--- config.mk ---
export PLATFORM = sky130hd
export DESIGN_NAME = hall_decoder
export DESIGN_NICKNAME = d
export VERILOG_FILES = /design/src/rtl/hall_decoder.sv
export SDC_FILE = /design/constraint.sdc
export NUM_CORES = 1
export LEC_CHECK = 0
export CORE_ASPECT_RATIO = 1.75
export CORE_MARGIN = 4
export CORE_UTILIZATION = 52
export CTS_CLUSTER_DIAMETER = 200
export DETAILED_ROUTE_END_ITERATION = 16
export GPL_ROUTABILITY_DRIVEN = 0
export HOLD_SLACK_MARGIN = 0.05
export PLACE_DENSITY = 0.72
export SYNTH_ARGS = -nofsm -noshare
export SYNTH_HDL_FRONTEND = slang
export SYNTH_SLANG_ARGS = --single-unit
--- constraint.sdc ---
create_clock -name clk -period 5.5 [get_ports clk]
set_input_delay 1.1 -clock clk [delete_from_list [all_inputs] [get_ports clk]]
set_output_delay 1.1 -clock clk [all_outputs]
set_load 0.01 [all_outputs]
--- src/rtl/hall_decoder.sv ---
// rtl/hall_decoder.sv - Hall sensor synchroniser, debounce filter, sector/direction decoder and period timer
module hall_decoder #(
   parameter int FILT_LEN = 4,
   parameter int PERIOD_W = 16
) (
   input  logic                clk,
   input  logic                rst_n,
   input  logic                H1,
   input  logic                H2,
   input  logic                H3,
   input  logic                fault_clr,
   output logic [2:0]          hall_f,
   output logic                hall_valid,
   output logic [2:0]          sector,
   output logic                dir,
   output logic                comm_stb,
   output logic [PERIOD_W-1:0] period,
   output logic                period_vld,
   output logic                stall,
   output logic                fault
);
   localparam int                  CNT_W    = $clog2(FILT_LEN + 1);
   localparam logic [CNT_W-1:0]    CNT_LAST = CNT_W'(FILT_LEN - 1);
   localparam logic [PERIOD_W-1:0] TMAX     = '1;

   function automatic logic [2:0] sector_of(input logic [2:0] code);
      case (code)
         3'b101:  sector_of = 3'd0;
         3'b100:  sector_of = 3'd1;
         3'b110:  sector_of = 3'd2;
         3'b010:  sector_of = 3'd3;
         3'b011:  sector_of = 3'd4;
         3'b001:  sector_of = 3'd5;
         default: sector_of = 3'd7;
      endcase
   endfunction

   logic [2:0]          s1_q, s2_q;
   logic [2:0]          cand_q, cand_d, hall_q, hall_d;
   logic [CNT_W-1:0]    cnt_q, cnt_d;
   logic [PERIOD_W-1:0] timer_q, timer_d, period_q, period_d;
   logic                dir_q, dir_d, stb_q, stb_d, pvld_q, pvld_d;
   logic                stall_q, stall_d, fault_q, fault_d, ref_q, ref_d;
   logic                load, restart, fault_set;
   logic [2:0]          old_sec, new_sec, nxt_sec, prv_sec;

   always_comb begin
      cand_d    = cand_q;
      cnt_d     = cnt_q;
      hall_d    = hall_q;
      dir_d     = dir_q;
      stb_d     = 1'b0;
      period_d  = period_q;
      pvld_d    = pvld_q;
      stall_d   = stall_q;
      ref_d     = ref_q;
      timer_d   = timer_q;
      load      = 1'b0;
      restart   = 1'b0;
      fault_set = 1'b0;
      old_sec   = sector_of(hall_q);
      new_sec   = sector_of(s2_q);
      nxt_sec   = (old_sec == 3'd5) ? 3'd0 : old_sec + 3'd1;
      prv_sec   = (old_sec == 3'd0) ? 3'd5 : old_sec - 3'd1;

      // cand_q holds the code currently being counted; a different s2 value restarts the run at 1
      if (s2_q == hall_q) begin
         cnt_d = '0;
      end else if (cnt_q == '0 || s2_q != cand_q) begin
         cand_d = s2_q;
         cnt_d  = CNT_W'(1);
      end else if (cnt_q == CNT_LAST) begin
         cnt_d = '0;
         load  = 1'b1;
      end else begin
         cnt_d = cnt_q + 1'b1;
      end

      if (load) begin
         hall_d  = s2_q;
         restart = 1'b1;
         if (new_sec == 3'd7) begin
            fault_set = 1'b1;
            pvld_d    = 1'b0;
            ref_d     = 1'b0;
         end else if (old_sec == 3'd7) begin
            ref_d = 1'b1;
         end else if (new_sec == nxt_sec || new_sec == prv_sec) begin
            stb_d = 1'b1;
            dir_d = (new_sec == nxt_sec);
            if (ref_q) begin
               period_d = (timer_q == TMAX) ? TMAX : timer_q + 1'b1;
               pvld_d   = ~stall_q;
            end
            stall_d = 1'b0;
            ref_d   = 1'b1;
         end else begin
            fault_set = 1'b1;
            pvld_d    = 1'b0;
            ref_d     = 1'b0;
         end
      end

      if (restart) begin
         timer_d = '0;
      end else begin
         if (timer_q != TMAX) timer_d = timer_q + 1'b1;
         if (timer_d == TMAX) begin
            stall_d = 1'b1;
            pvld_d  = 1'b0;
         end
      end

      fault_d = (fault_q & ~fault_clr) | fault_set;
   end

   always_ff @(posedge clk or negedge rst_n) begin
      if (!rst_n) begin
         s1_q     <= '0;
         s2_q     <= '0;
         cand_q   <= '0;
         cnt_q    <= '0;
         hall_q   <= '0;
         dir_q    <= 1'b1;
         stb_q    <= 1'b0;
         period_q <= '0;
         pvld_q   <= 1'b0;
         stall_q  <= 1'b0;
         fault_q  <= 1'b0;
         ref_q    <= 1'b0;
         timer_q  <= '0;
      end else begin
         s1_q     <= {H1, H2, H3};
         s2_q     <= s1_q;
         cand_q   <= cand_d;
         cnt_q    <= cnt_d;
         hall_q   <= hall_d;
         dir_q    <= dir_d;
         stb_q    <= stb_d;
         period_q <= period_d;
         pvld_q   <= pvld_d;
         stall_q  <= stall_d;
         fault_q  <= fault_d;
         ref_q    <= ref_d;
         timer_q  <= timer_d;
      end
   end

   assign hall_f     = hall_q;
   assign sector     = sector_of(hall_q);
   assign hall_valid = (sector != 3'd7);
   assign dir        = dir_q;
   assign comm_stb   = stb_q;
   assign period     = period_q;
   assign period_vld = pvld_q;
   assign stall      = stall_q;
   assign fault      = fault_q;
endmodule
==> results.md <==
* Placed cell area at 3200 um^2
* Die span in y at 107 um
* CTS tree: done
* Max H-tree Level at 2
* Syn Area/Cell at 10.2 um^2
* Crit share post-route at 67.8%
* Gate Count Post-Synth at 284
* Setup crit start kind: flop
* Area leader, netlist: dfrtp_1
* Hold path depth at 0
* Combined area of the multi-input logic cells at 1370 um^2
* #FFs+latches synth at 53
* Netlist cell types at 56
* Initial antenna violation count at 0
* Root buf cell: clkbuf_8
* Dpl hpwl at 4320 um
* Max-Cap Viols at 0
* Average vias per placed instance at 5.68
* Initial DRC count at 153
* Commonest register cell after synthesis: dfrtp_1
* VDD IR-drop max at 248 uV
* Crit. End Element: flop
* Syn nets at 295
* Pin count of the biggest net entering global routing at 54
* Peak Freq at 268 MHz
* Final instance area at 3330 um^2
* Rel. slew slack at 33.9%
* Setup bufs post-CTS at 0
* Post-Route Utilization at 62.3%
* I/O Buffers at 33
* Min Hold Slack at 0.356 ns
* Final TNS setup at 0 ns
* Worst reg2reg path depth at 10
* Critical Path RT at 5.70 ns
* Fillers at 481
* CTS Buffer Depth at 2
* Final non-filler cell total at 383
* Worst-path fanout max at 17
* Setup Skew at 0.0135 ns
* Least-Margin Pin Slew at 0.988 ns
* Register area share after synthesis at 45.9%
* # rows at 35
* Final setup margin at 1.77 ns
* Inst Count DP at 375
* Global-route wire length before repair at 9990 um
* Most common cell in the netlist: dfrtp_1
* Total Power at 1.36 mW
* Share of layout cells above drive strength 1 at 12.3%
* Pwr/cell area at 409 nW/um^2
* Setup WS pre-CTS at 1.73 ns
* Crit Path Class: flop to flop
* Total core area at 5340 um^2
* DRC viols at 0
* Synthesized area at 2890 um^2
* Worst min path class: flop to flop
* FF/Latch Area at 1330 um^2
* # clock sinks at 53
* Final hold violation count at 0
* GRT overflow at 0
* Diodes inserted at 0
* Leak pwr at 1.45 nW
* Detailed-router iteration count before antenna repair at 4
* Initial cell density of the core at 54.1%
* Final setup fails at 0
* Async SR Flop Fraction at 100%
* Worst-skew pair later-pin latency at 0.31 ns
* Ys Warns at 0
* Gr usage total at 18.6%
* Yosys top cell area share at 45.0%
* Crit path DAT at 3.93 ns
* Leading post-synthesis cells by cell area: dfrtp_1, mux2_2, xnor2_1
* I/O Pins at 34
* Final WL at 6020 um
* ANT nets after route at 0
* Worst-path clk slew at 0.10 ns
* Slew Limit Fails at 0
* RSZ-0062 raised after global routing: no
* Via count at 2174
* Cts hold-fix bufs at 0
* Net count of the finished layout at 319
* Status: complete, no violations
* Chip width at 64.4 um
* Drt wl/cell at 15.7 um
* Area growth syn-to-layout at 15.1%
* Post-cts resize count at 0
* TritonCTS buffer count at 5
* Tmin final at 3.73 ns
* Post-synth top cells: dfrtp_1, nand2_1, a21oi_1, inv_1, nor2_1
* Total die area at 6870 um^2
* Vias in the first global route at 2225
* Post-synth EDFFs at 0
-- path summary, 6_finish.rpt --
| check | start | endpoint | slack [ns] |
|---|---|---|---|
| max | hall_f[0] | period[15] | 1.77 |
| min reg2reg | s1_q[2] | s2_q[2] | 0.36 |
| min | s1_q[2] | s2_q[2] | 0.36 |
| min in group asynchronous | rst_n | period[0] | 0.91 |
| max reg2reg | hall_f[0] | period[15] | 1.77 |
| max in group asynchronous | rst_n | timer_q[0] | 4.17 |
-- cell type report --
type | instances | share of cell area (%)
clock buffers | 5 | 2.07
clock inverters | 3 | 1.95
inverters | 18 | 2.03
multi-input cells | 195 | 41.1
flip-flops and latches | 53 | 39.9
well taps | 74 | 2.78
repair buffers | 35 | 10.2
-- layout by cell type (no fill, tap or decap), types with 9 or more instances in the layout --
| cell type | Yosys | layout |
|---|---|---|
| dfrtp_1 | 52 | 52 |
| clkdlybuf4s50_1 | 0 | 32 |
| nand2_1 | 23 | 23 |
| a21oi_1 | 19 | 19 |
| inv_1 | 17 | 17 |
| nor2_1 | 14 | 14 |
| mux2_2 | 13 | 13 |
| xnor2_1 | 12 | 12 |
| nand3_1 | 10 | 10 |
| o21ai_0 | 9 | 9 |
-- metal layers --
layer / GRT usage (%) / wire (um) / share of wire, %
met1: 19.9 / 2300 / 38
met2: 35.0 / 3360 / 56
met3: 2.73 / 190 / 3.2
met4: 8.32 / 174 / 2.9
met5: 0 / 0 / 0
-- critical path, cell delays in order (launching register included) --
cell       delay, ns
dfrtp_1         0.67
inv_1           0.18
a21oi_1         0.22
ha_1            0.34
or3b_1          0.39
a21oi_1         0.15
a2111oi_1       0.07
o21ai_1         0.20
nand3_2         0.14
nor3_4          0.84
mux2_2          0.42
-- sequential cells by signal, indices dropped and copies added (netlist names) --
register and flops:
s2_q 3, cnt_q 3, period_vld 1, hall_f 3
stall 1, dir 1, s1_q 3, period 16
comm_stb 1, timer_q 16, cand_q 3, fault 1
ref_q 1
-- cells by family (layout without fill, tap and decap cells) --
logic type               count (synthesis)  count (layout)  synth area share, %
buffers and inverters                   36              61                 6.83
XOR/XNOR                                17              17                 5.15
multiplexers                            25              25                 10.3
AND/OR/NAND/NOR                         93              93                 18.0
flip-flops                              53              53                 45.9
AO/OA/AOI/OAI                           55              55                 11.7
adder cells (fa/ha/maj)                  5               5                 2.16
-- power breakdown --
part	internal [mW]	switching, mW
sequential	0.441	0.0908
clock	0.181	0.126
combinational	0.247	0.276
total	0.869	0.493
No activity file was read; power rests on OpenSTA's default activity.
